===== config.mk =====
export PLATFORM = sky130hd
export DESIGN_NAME = uart_prog_loader
export DESIGN_NICKNAME = d
export VERILOG_FILES = /design/src/rtl/uart_prog_loader.sv
export SDC_FILE = /design/constraint.sdc
export NUM_CORES = 1
export LEC_CHECK = 0
export ABC_AREA = 1
export ABC_CLOCK_PERIOD_IN_PS = 4200
export BUFFER_PORTS_ARGS = -buffer_cell sky130_fd_sc_hd__buf_2
export CAP_MARGIN = 20
export CORE_MARGIN = 2
export CORE_UTILIZATION = 25
export CTS_BUF_LIST = sky130_fd_sc_hd__clkbuf_8 sky130_fd_sc_hd__clkbuf_16
export DETAILED_ROUTE_END_ITERATION = 8
export PLACE_DENSITY_LB_ADDON = 0.05
export REMOVE_ABC_BUFFERS = 1
export SETUP_SLACK_MARGIN = 0.05
export SLEW_MARGIN = 15
export SYNTH_ARGS = -nofsm -noshare
export SYNTH_HDL_FRONTEND = slang
export SYNTH_SLANG_ARGS = --single-unit

===== constraint.sdc =====
create_clock -name clk -period 4.2 [get_ports clk]
set_input_delay 0.21 -clock clk [delete_from_list [all_inputs] [get_ports clk]]
set_output_delay 0.21 -clock clk [all_outputs]
set_load 0.1 [all_outputs]

===== src/rtl/uart_prog_loader.sv =====
// uart_prog_loader
//   Loads a program image into the multicycle MIPS unified RAM over a UART
//   RX line (8N1) and holds the CPU in reset until the load completes.
//
//   Frame: SYNC_BYTE, N (word count, 1..2**ADDR_W), 4*N data bytes
//   (big-endian words), and, when LOADER_CHECKSUM_EN is defined, one
//   trailing checksum byte equal to the XOR of all data bytes.
//
//   Optional feature macro: LOADER_CHECKSUM_EN (checksum byte + CHECK state).
//
// Ports
//   clk           system clock
//   rst           asynchronous active-low reset (0 = reset)
//   rx            UART serial input, idles high
//   mem_we        one-cycle RAM write strobe
//   mem_addr      RAM word address
//   mem_wdata     RAM write data
//   cpu_hold      MIPS reset drive, 1 = CPU held
//   done          last load completed successfully
//   error         last load aborted
//   words_loaded  words written in the current or last load
module uart_prog_loader #(
    parameter int         CLKS_PER_BIT = 16,
    parameter int         ADDR_W       = 7,
    parameter logic [7:0] SYNC_BYTE    = 8'hA5
) (
    input  logic              clk,
    input  logic              rst,
    input  logic              rx,
    output logic              mem_we,
    output logic [ADDR_W-1:0] mem_addr,
    output logic [31:0]       mem_wdata,
    output logic              cpu_hold,
    output logic              done,
    output logic              error,
    output logic [ADDR_W:0]   words_loaded
);

    localparam int CNT_W = $clog2(CLKS_PER_BIT) + 1;
    localparam int WL_W  = ADDR_W + 1;

    localparam logic [CNT_W-1:0] HALF_M1   = CNT_W'(CLKS_PER_BIT / 2 - 1);
    localparam logic [CNT_W-1:0] BIT_M1    = CNT_W'(CLKS_PER_BIT - 1);
    localparam logic [CNT_W-1:0] CNT_ONE   = CNT_W'(1);
    localparam logic [WL_W-1:0]  WL_ONE    = WL_W'(1);
    localparam logic [ADDR_W-1:0] ADDR_ONE = ADDR_W'(1);
    localparam logic [31:0]      MAX_WORDS = 32'd1 << ADDR_W;

    // ------------------------------------------------------------------
    // UART receiver
    // ------------------------------------------------------------------
    typedef enum logic [1:0] {
        RX_IDLE,
        RX_START,
        RX_DATA,
        RX_STOP
    } rx_state_t;

    rx_state_t        rx_state, rx_state_n;
    logic             rx_meta, rx_sync, rx_prev;
    logic [CNT_W-1:0] rx_cnt, rx_cnt_n;
    logic [2:0]       rx_bit, rx_bit_n;
    logic [7:0]       rx_shift, rx_shift_n;
    logic             byte_valid, byte_valid_n;
    logic             frame_err, frame_err_n;

    always_ff @(posedge clk or negedge rst) begin
        if (!rst) begin
            rx_meta    <= 1'b1;
            rx_sync    <= 1'b1;
            rx_prev    <= 1'b1;
            rx_state   <= RX_IDLE;
            rx_cnt     <= '0;
            rx_bit     <= '0;
            rx_shift   <= '0;
            byte_valid <= 1'b0;
            frame_err  <= 1'b0;
        end else begin
            rx_meta    <= rx;
            rx_sync    <= rx_meta;
            rx_prev    <= rx_sync;
            rx_state   <= rx_state_n;
            rx_cnt     <= rx_cnt_n;
            rx_bit     <= rx_bit_n;
            rx_shift   <= rx_shift_n;
            byte_valid <= byte_valid_n;
            frame_err  <= frame_err_n;
        end
    end

    // rx_shift stays stable between bytes, so it doubles as the received
    // byte while byte_valid is high.
    always_comb begin
        rx_state_n   = rx_state;
        rx_cnt_n     = rx_cnt + CNT_ONE;
        rx_bit_n     = rx_bit;
        rx_shift_n   = rx_shift;
        byte_valid_n = 1'b0;
        frame_err_n  = 1'b0;
        case (rx_state)
            RX_IDLE: begin
                rx_cnt_n = '0;
                if (rx_prev && !rx_sync) begin
                    rx_state_n = RX_START;
                end
            end
            RX_START: begin
                // Re-check the start bit at mid-bit; high means a glitch.
                if (rx_cnt == HALF_M1) begin
                    rx_cnt_n   = '0;
                    rx_bit_n   = '0;
                    rx_state_n = rx_sync ? RX_IDLE : RX_DATA;
                end
            end
            RX_DATA: begin
                if (rx_cnt == BIT_M1) begin
                    rx_cnt_n   = '0;
                    rx_shift_n = {rx_sync, rx_shift[7:1]};
                    rx_bit_n   = rx_bit + 3'd1;
                    if (rx_bit == 3'd7) begin
                        rx_state_n = RX_STOP;
                    end
                end
            end
            RX_STOP: begin
                if (rx_cnt == BIT_M1) begin
                    rx_cnt_n   = '0;
                    rx_state_n = RX_IDLE;
                    if (rx_sync) begin
                        byte_valid_n = 1'b1;
                    end else begin
                        frame_err_n = 1'b1;
                    end
                end
            end
            default: rx_state_n = RX_IDLE;
        endcase
    end

    // ------------------------------------------------------------------
    // Loader FSM
    // ------------------------------------------------------------------
    typedef enum logic [2:0] {
        IDLE,
        COUNT,
        DATA,
`ifdef LOADER_CHECKSUM_EN
        CHECK,
`endif
        DONE,
        ERR
    } state_t;

    state_t          state, state_n;
    logic [WL_W-1:0] n_words;
    logic [1:0]      byte_idx;
    logic [23:0]     word_sr;
    logic [31:0]     count_ext;
    logic            count_ok;
    logic            is_sync;
    logic            last_word;
`ifdef LOADER_CHECKSUM_EN
    logic [7:0]      xor_acc;
`endif

    assign count_ext = {24'd0, rx_shift};
    assign count_ok  = (count_ext != 32'd0) && (count_ext <= MAX_WORDS);
    assign is_sync   = byte_valid && (rx_shift == SYNC_BYTE);
    assign last_word = ((words_loaded + WL_ONE) == n_words);

    assign done  = (state == DONE);
    assign error = (state == ERR);

    always_comb begin
        state_n = state;
        if (frame_err) begin
            state_n = ERR;
        end else begin
            case (state)
                IDLE:  if (is_sync) state_n = COUNT;
                COUNT: if (byte_valid) state_n = count_ok ? DATA : ERR;
                DATA: begin
                    // Leave DATA in the cycle after the final write strobe.
                    if (mem_we && last_word) begin
`ifdef LOADER_CHECKSUM_EN
                        state_n = CHECK;
`else
                        state_n = DONE;
`endif
                    end
                end
`ifdef LOADER_CHECKSUM_EN
                CHECK: if (byte_valid) state_n = (rx_shift == xor_acc) ? DONE : ERR;
`endif
                DONE:  if (is_sync) state_n = COUNT;
                ERR:   if (is_sync) state_n = COUNT;
                default: state_n = IDLE;
            endcase
        end
    end

    always_ff @(posedge clk or negedge rst) begin
        if (!rst) begin
            state <= IDLE;
        end else begin
            state <= state_n;
        end
    end

    always_ff @(posedge clk or negedge rst) begin
        if (!rst) begin
            mem_we       <= 1'b0;
            mem_addr     <= '0;
            mem_wdata    <= '0;
            cpu_hold     <= 1'b1;
            words_loaded <= '0;
            n_words      <= '0;
            byte_idx     <= '0;
            word_sr      <= '0;
`ifdef LOADER_CHECKSUM_EN
            xor_acc      <= '0;
`endif
        end else begin
            mem_we <= 1'b0;
            // Release only once DONE has been held for a cycle; any exit
            // from DONE re-asserts hold on the same edge as the state change.
            cpu_hold <= !((state == DONE) && (state_n == DONE));
            case (state)
                COUNT: begin
                    if (byte_valid && count_ok) begin
                        n_words      <= count_ext[WL_W-1:0];
                        words_loaded <= '0;
                        mem_addr     <= '0;
                        byte_idx     <= '0;
`ifdef LOADER_CHECKSUM_EN
                        xor_acc      <= '0;
`endif
                    end
                end
                DATA: begin
                    if (byte_valid) begin
                        word_sr  <= {word_sr[15:0], rx_shift};
                        byte_idx <= byte_idx + 2'd1;
`ifdef LOADER_CHECKSUM_EN
                        xor_acc  <= xor_acc ^ rx_shift;
`endif
                        if (byte_idx == 2'd3) begin
                            mem_we    <= 1'b1;
                            mem_wdata <= {word_sr, rx_shift};
                        end
                    end
                    // Address holds on the final word so it never wraps.
                    if (mem_we) begin
                        words_loaded <= words_loaded + WL_ONE;
                        if (!last_word) begin
                            mem_addr <= mem_addr + ADDR_ONE;
                        end
                    end
                end
                default: ;
            endcase
        end
    end

endmodule


### After elaboration in Yosys (flattened, before gate mapping)

Index checks and enable logic that the tools add are counted.

* add/subtract/negate cells: 5
* $lt $le $gt $ge: 1
* muxes and demuxes: 38
* reductions and logical operators: 24
* equal/unequal tests: 23

Operator list (number)
* nonzero test 32 bit: 1
* 2-to-1 mux 3 bit: 7
* 2-to-1 mux 7 bit: 3
* != test 2 bit (second input constant): 9
* 2-to-1 mux 2 bit: 8
* 2-to-1 mux 8 bit: 2
* one-hot mux 8 bit (2 select lines): 1
* one-hot mux 5 bit (3 select lines): 1
* one-hot mux 7 bit (2 select lines): 1
* AND reduction 3 bit: 4
* 2-to-1 mux 5 bit: 2
* equality test 3 x 2 -> 1 bit (second input constant): 3
* 2-to-1 mux 1 bit: 9
* one-hot mux 3 bit (3 select lines): 1
* adder 8 x 1 -> 8 bit (second input constant): 1
* equality test 8 bit: 1
* equality test 8 bit (second input constant): 1
* <= comparator 8 bit (second input constant): 1
* one-hot mux 2 bit (4 select lines): 1
* adder 7 x 1 -> 7 bit (second input constant): 1
* equality test 2 bit (second input constant): 3
* equality test 3 bit (second input constant): 2
* logical AND 1 bit: 6
* one-hot mux 3 bit (2 select lines): 1
* other kinds (17): 21

* register bits after elaboration: 109
* word-level logic and storage cells: 109
* output and inout bits: 51

### Depth between registers and ports, before layout

Gate-level depths: netlist of run 1.

* depth in word-level cells: 9
* gate-level depth with buffers: 13

### Worst setup path before layout of run 1

OpenSTA, ideal clock, no wires.

* path type: register to output
* from: register state[0]
* to: output port error
* required time: 3.990 ns
* setup slack: 1.476 ns
* stages on the path, launching flop included: 2
* arrival time: 2.514 ns
* path through: dfrtp_1 -> nor3_1

* word-level cells in the longest chain between the ends: 1

Ends and longest elaborated chain
* start: declaration: line 154 `state_t state, state_n;`
* start signal: assignment: line 206 `state <= state_n;`
* equality test 3 bit: line 172 `assign error = (state == ERR);`
* end: declaration: line 35 `output logic error,`

Every way passes these cells.

### Final worst setup path of run 1

* from: register state[2]
* to: register mem_wdata[6]

* word-level cells in the longest chain between the ends: 2

Ends and longest elaborated chain
* equality test 3 x 2 -> 1 bit: line 228 `case (state)`
* AND reduction 3 bit (no source line)
* end signal: assignment: line 249 `mem_wdata <= {word_sr, rx_shift};`
* end: declaration: line 32 `output logic [31:0] mem_wdata,`

Every way passes these cells.
A chain may end at the register's enable or synchronous reset.

==> results of run 1 <==
-- synthesized netlist by cell type (4+ instances only) --
| library cell | instances | area (um^2) |
|---|---|---|
| sky130_fd_sc_hd__buf_2 | 6 | 30.0 |
| sky130_fd_sc_hd__buf_4 | 4 | 30.0 |
| sky130_fd_sc_hd__clkbuf_1 | 5 | 18.8 |
| sky130_fd_sc_hd__dfrtp_1 | 105 | 2630 |
| sky130_fd_sc_hd__dfstp_2 | 4 | 105 |
| sky130_fd_sc_hd__ha_1 | 8 | 100 |
| sky130_fd_sc_hd__inv_1 | 65 | 244 |
| sky130_fd_sc_hd__inv_2 | 4 | 15.0 |
| sky130_fd_sc_hd__nand2_1 | 147 | 552 |
| sky130_fd_sc_hd__nand3_1 | 31 | 155 |
| sky130_fd_sc_hd__nand4_1 | 6 | 37.5 |
| sky130_fd_sc_hd__nor2_1 | 25 | 93.8 |
| sky130_fd_sc_hd__nor2_2 | 4 | 25.0 |
| sky130_fd_sc_hd__nor2_4 | 5 | 56.3 |
| sky130_fd_sc_hd__nor3_1 | 6 | 30.0 |
| sky130_fd_sc_hd__o21ai_0 | 60 | 300 |
| sky130_fd_sc_hd__o21ai_1 | 20 | 100 |
| sky130_fd_sc_hd__o22ai_1 | 4 | 25.0 |
| sky130_fd_sc_hd__xor2_1 | 6 | 52.6 |
-- worst max-delay path: cells and delay by family, from the launching register on --
family                 cells  cell delay [ps]
flip-flops                 1              390
buffers and inverters      4              810
AND/OR/NAND/NOR            5              690
AO/OA/AOI/OAI              1               80
-- sequential cells by signal, summed over array words and instances (netlist names), named ones only --
register / flops
cpu_hold: 1
state: 3
rx_bit: 3
rx_prev: 1
byte_valid: 1
rx_cnt: 5
rx_sync: 1
rx_shift: 8
mem_wdata: 32
byte_idx: 2
frame_err: 1
word_sr: 24
mem_addr: 7
n_words: 8
rx_state: 1
rx_meta: 1
words_loaded: 8
mem_we: 1
-- placed cells by master (no fill, tap or decap), drive strengths merged, types with 7 or more instances in the layout --
cell | synthesis | layout
nand2 | 151 | 151
dfrtp | 105 | 105
o21ai | 80 | 80
inv | 69 | 69
buf | 10 | 58
nor2 | 34 | 34
nand3 | 33 | 33
clkbuf | 5 | 14
ha | 8 | 8
nor3 | 7 | 7
-- power by group through the flow --
| stage | registers, mW | logic [mW] | clock network [mW] |
|---|---|---|---|
| 2_1_floorplan | 1.10 | 0.0508 | 0 |
| 6_report | 1.08 | 0.0837 | 0.875 |
| 3_5_place_dp | 1.10 | 0.0862 | 0 |
| 3_3_place_gp | 1.10 | 0.0863 | 0 |
| 5_1_grt | 1.08 | 0.101 | 0.958 |
| 4_1_cts | 1.08 | 0.0880 | 0.913 |
-- logic make-up (layout without fill, tap and decap cells) --
| family | after synthesis | count (layout) | synth area share |
|---|---|---|---|
| adders and majority gates | 8 | 8 | 0.0211 |
| AOI/OAI and AO/OA | 90 | 90 | 0.0978 |
| buffers and inverters | 84 | 145 | 0.0712 |
| and+or+nand+nor | 234 | 234 | 0.219 |
| xor gates and xnor gates | 8 | 8 | 0.0148 |
| DFF | 109 | 109 | 0.576 |
-- layer usage --
layer  share of wire  routed length (um)  track usage
met1            0.49                5280        0.148
met2            0.46                4960        0.184
met3           0.031                 333       0.0331
met4           0.015                 162       0.0395
met5               0                   0            0
-- area by class of cell --
cell class / instances / share of cell area
sequential: 109 / 0.488
multi-input combinational: 340 / 0.299
timing repair buffer: 60 / 0.0603
clock buffer: 14 / 0.0525
tap: 234 / 0.0522
inverter: 69 / 0.0462
clock inverter: 2 / 0.00246
-- how the worst max path moves through the flow --
stage,end,start,slack (ps),cells past startpoint
after floorplan,error,state[0],1480,1
after global placement,mem_wdata[5],state[2],1700,8
after detailed placement,mem_wdata[20],state[2],1630,8
after CTS,mem_wdata[22],state[2],1600,8
after global routing,mem_wdata[13],state[2],1840,9
final,mem_wdata[6],state[2],2080,10
-- metrics by stage --
step	hold slack, ps	std cells	worst slack, ps
floorplan	-85.6	518	1480
global placement	226	809	1700
detailed placement	226	809	1630
CTS	358	827	1600
global route	366	828	1840
finish	357	828	2080
==> out/qor_table.md, run 1 <==
| Item | Reported |
|:---|:---|
| Number of nets in the final layout | 600 |
| Clock root buffer | sky130_fd_sc_hd__clkbuf_16 |
| Worst R2R End | mem_wdata[6] |
| Minimum setup slack among reg-to-reg paths | 2080 ps |
| Outcome | completed |
| I/O Buffers | 53 |
| Required arrival time at the worst endpoint | 4430 ps |
| Proportion of synthesized chip area in sequential cells | 0.576 |
| Initial Utilization | 0.254 |
| Layout cells sized above 1 | 0.165 |
| Final clock period utilization by the worst path | 0.504 |
| Post-DP HPWL | 7.50 mm |
| Buffers inserted by post-CTS timing repair | 0 |
| WL per Instance | 13.0 um |
| Portion of total power attributed to sequential cells | 0.530 |
| Max clock buf depth | 2 |
| Total routing usage reported by global routing | 0.114 |
| Fraction of power consumed by combinational cells | 0.041 |
| Arrival time at the worst endpoint | 2340 ps |
| Path depth of the worst reg2reg path | 10 |
| Number of buffers added by the clock tree synthesis step | 9 |
| Hold Path Sink | rx_sync |
| DRT Wirelength | 10.7 mm |
| Storage cell area | 0.00273 mm^2 |
| Clock-pin slew reported for the worst setup and hold paths after clock tree synthesis | 70 ps |
| Area of placed instances | 0.00526 mm^2 |
| Number of H-tree levels | 3 |
| Pins over their slew limit | 0 |
| Async SR Flop Fraction | 1.00 |
| Drt drc | 0 |
| Top FF cell, synth | sky130_fd_sc_hd__dfrtp_1 |
| Maximum clock rate | 0.472 GHz |
| Max-slew headroom | 0.570 |
| Sum Neg Setup Slack | 0 ps |
| Utilization after layout | 0.301 |
| Antenna Nets Post-Route | 0 |
| Finished Cell Area | 0.00560 mm^2 |
| Number of warning messages in the yosys log | 0 |
| Area of the mapped netlist | 0.00474 mm^2 |
| Time the worst path needs with I/O delays and setup | 2120 ps |
| Starting DRC count in detailed routing | 173 |
| Hold path cells | 0 |
| Antenna diode instance count | 0 |
| Total number of clock tree sinks | 109 |
| Filler cells | 1998 |
| Clock share of power | 0.429 |
| Kind of end point of the critical path | flip-flop |
| Overall power after layout | 2.04 mW |
| Die width | 142 um |
| Setup repair after global routing missed its margin | false |
| Transition at the pin with the smallest max-transition slack | 644 ps |
| Die span in y | 142 um |
| Internal Dissipation | 1.58 mW |
| Category of the worst setup path launch point | flip-flop |
| Cell area power density | 364 mW/mm^2 |
| Number of global-route vias before repair | 3501 |
| Area growth from synthesis to layout | 18.1% |
| Resized Gates After CTS | 0 |
| Worst vdd rail ir drop | 199 uV |
| Leak | 2.67 nW |
| Number of vias after detailed routing | 3566 |
| Final Hold Fails | 0 |
| Cell breakdown of the critical path | inv_2, nand2_2, nor2_4, inv_2, nor2_4, buf_4, nand2_2, buf_12, nand2_1, o21ai_0 |
| Multi-input logic area | 0.00167 mm^2 |
| Number of antenna violations at the first check in global routing | 0 |
| First-pass GRT wire length | 18.0 mm |
| Count of cell types in the netlist | 30 |
| Hold buffer count at cts | 2 |
| Drt via density | 4.31 |
| # Max-Cap Violations | 0 |
| Worst reg2reg startpoint | state[2] |
| Final setup viols | 0 |
| Average instance area after synthesis | 8.90 um^2 |
| Switching component of the power | 0.461 mW |
| Critical path type | reg2reg |
| Worst clock skew on the final layout | 4.69 ps |
| Beginning of the worst hold path | rx_meta |
| FF+latch count, synth | 109 |
| Remaining Overflow, GRT | 0 |
| Die area | 0.0201 mm^2 |
| Worst hold path class | reg2reg |
| Routability Congestion | 0.738 |
| First drt pass iteration count | 5 |
| Standard cell core area | 0.0186 mm^2 |
| Clock latency reported for the late side of the worst-skew pair | 350 ps |
| I/O pin total | 54 |
| Post-synthesis instance total | 533 |
| Share of total power consumed by net switching | 0.226 |
| Crit path max fanout | 54 |
| Pin count of the biggest net entering global routing | 65 |
| Crit-path max cell delay | 390 ps |
| Critical path's slowest cell | sky130_fd_sc_hd__dfrtp_1 |
| Core Rows | 50 |
| Count of flip-flops with a built-in enable after synthesis | 0 |
| Clock tree from TritonCTS | done |
(Power assumes the default switching activity.)
==> run 2, diff against run 1 <==
--- a/config.mk
+++ b/config.mk
@@ -6,7 +6,7 @@
 export NUM_CORES = 1
 export LEC_CHECK = 0
 export ABC_AREA = 1
-export ABC_CLOCK_PERIOD_IN_PS = 4200
+export ABC_CLOCK_PERIOD_IN_PS = 1740
 export BUFFER_PORTS_ARGS = -buffer_cell sky130_fd_sc_hd__buf_2
 export CAP_MARGIN = 20
 export CORE_MARGIN = 2
==> constraint.sdc (replaced) <==
create_clock -name clk -period 1.74 [get_ports clk]
set_input_delay 0.087 -clock clk [delete_from_list [all_inputs] [get_ports clk]]
set_output_delay 0.087 -clock clk [all_outputs]
set_load 0.1 [all_outputs]
==> out/qor_table.md, run 2 (synthesis gave the netlist of run 1 again) <==
| Item | Reported |
|:---|:---|
| I/O pin total | 54 |
| Final Hold Fails | 0 |
| Die area | 0.0201 mm^2 |
| First drt pass iteration count | 4 |
| Die span in y | 142 um |
| Drt drc | 0 |
| Commonest cells after routing, fill and taps aside | sky130_fd_sc_hd__nand2_1, sky130_fd_sc_hd__dfrtp_1, sky130_fd_sc_hd__inv_1 |
| Final clock period utilization by the worst path | 1.02 |
| CP dominant cell by count | sky130_fd_sc_hd__nand2_1 |
| Total number of clock tree sinks | 109 |
| Setup repair after global routing missed its margin | true |
| Standard cell core area | 0.0186 mm^2 |
| Die width | 142 um |
| First-pass GRT wire length | 18.7 mm |
| Post-DP HPWL | 7.83 mm |
| Time the worst path needs with I/O delays and setup | 1780 ps |
| Clock root buffer | sky130_fd_sc_hd__clkbuf_16 |
| Register with the most flip-flops | mem_wdata |
| Number of nets in the final layout | 632 |
| Max clock buf depth | 2 |
| PnR worst setup slack | -36.9 ps |
| Max-slew headroom | 0.670 |
| Antenna Nets Post-Route | 0 |
| Layout cells sized above 1 | 0.312 |
| Total routing usage reported by global routing | 0.119 |
| Post-route worst hold slack | 226 ps |
| Violations in the final reports | negative setup slack |
| WL per Instance | 14.5 um |
| Utilization after layout | 0.343 |
| Finished Cell Area | 0.00640 mm^2 |
| Antenna diode instance count | 0 |
| Kind of end point of the critical path | flip-flop |
| Area of placed instances | 0.00546 mm^2 |
| Required arrival time at the worst endpoint | 2030 ps |
| Cell area power density | 758 mW/mm^2 |
| Transition at the pin with the smallest max-transition slack | 498 ps |
| Core Rows | 50 |
| Routability Congestion | 0.803 |
| Final setup viols | 7 |
| Pin count of the biggest net entering global routing | 65 |
| Clock latency reported for the late side of the worst-skew pair | 360 ps |
| Outcome | finished, violations left |
| Clock-pin slew reported for the worst setup and hold paths after clock tree synthesis | 80 ps |
| Crit-path max cell delay | 420 ps |
| Critical path type | reg2reg |
| Category of the worst setup path launch point | flip-flop |
| I/O Buffers | 53 |
| # Max-Cap Violations | 0 |
| Filler cells | 1920 |
| Worst hold path class | in2async |
| Number of buffers added by the clock tree synthesis step | 9 |
| Drt via density | 4.41 |
| Maximum clock rate | 0.563 GHz |
| Critical path's slowest cell | sky130_fd_sc_hd__dfrtp_1 |
| Clock tree from TritonCTS | done |
| Area growth from synthesis to layout | 34.9% |
| Number of antenna violations at the first check in global routing | 0 |
| Worst clock skew on the final layout | 15.8 ps |
| Number of H-tree levels | 3 |
| Leak | 2.95 nW |
| Remaining Overflow, GRT | 0 |
| Place WS | -50.4 ps |
| Starting DRC count in detailed routing | 120 |
| Registers with the highest flip-flop counts | mem_wdata (32), word_sr (24) |
| Flip-flop count of the largest register, all copies and words added | 32 |
| Worst vdd rail ir drop | 479 uV |
| Number of global-route vias before repair | 3610 |
| Most frequent standard cell in the layout excluding fill and tap cells | sky130_fd_sc_hd__nand2_1 |
| Arrival time at the worst endpoint | 2070 ps |
| Cell breakdown of the critical path | ha_4, xnor2_2, nand3_1, nor2_2, nand3_2, nor2_4, nand3_4, nand2_4, nand2_1, nand2_1 |
| Initial Utilization | 0.254 |
| Pins over their slew limit | 0 |
| Number of vias after detailed routing | 3791 |
| DRT Wirelength | 12.5 mm |
| Crit path max fanout | 8 |
[run 2: path summary, 6_finish.rpt]
check / from / end / slack [ps] / depth (start not counted)
max: words_loaded[0] / mem_addr[3] / -40 / 10
min: rst / mem_wdata[24] / 230 / 2
max reg2reg: words_loaded[0] / mem_addr[3] / -40 / 10
min reg2reg: rx_meta / rx_sync / 360 / 0
max in group asynchronous: rst / mem_we / 860 / 3
min in group clk: rx_meta / rx_sync / 360 / 0
[run 2: timing repair]
action | in CTS | in global routing
buffers inserted | 1 | 10
setup endpoints to repair | 14 | 65
pin swaps | 1 | 24
resized for setup | 5 | 132
hold buffers | 2 | 0
hold endpoints to repair | 29 | 0
cloned | 0 | 7
[run 2: power by group]
group	switching (mW)	total, mW	leakage (nW)	internal, mW
sequential	0.0452	2.62	1.50	2.58
combinational	0.162	0.284	1.31	0.122
clock	0.980	1.95	0.134	0.966
[run 2: area by class of cell]
type / count / area [um^2] / share of cell area
clock buffer: 9 / 225 / 0.0352
multi-input combinational: 340 / 2050 / 0.320
sequential: 109 / 2730 / 0.427
clock inverter: 6 / 41.3 / 0.00645
tap: 234 / 293 / 0.0457
timing repair buffer: 92 / 782 / 0.122
inverter: 69 / 277 / 0.0432
[run 2: per-layer routing]
layer	part of all wire	wire length [um]	GRT usage	vias to the layer above
li1	-	-	-	1883
met1	0.48	6050	0.164	1848
met2	0.47	5870	0.185	48
met3	0.028	346	0.0223	12
met4	0.017	215	0.0489	0
met5	0	0	0	-
[run 2: critical path: cells and delay by family, from the launching register on]
| family | cells | cell delay [ps] |
|---|---|---|
| and+or+nand+nor | 8 | 890 |
| adders and majority gates | 1 | 300 |
| DFF | 1 | 420 |
| xor gates and xnor gates | 1 | 100 |
[run 2: per-stage QoR]
stage / std cells / power [mW] / TNS [ps]
2_1_floorplan: 518 / 2.78 / -22610
3_3_place_gp: 824 / 2.90 / -280
3_5_place_dp: 824 / 2.90 / -302
4_1_cts: 842 / 4.91 / -18.5
5_1_grt: 859 / 5.10 / -2780
6_report: 859 / 4.85 / -211
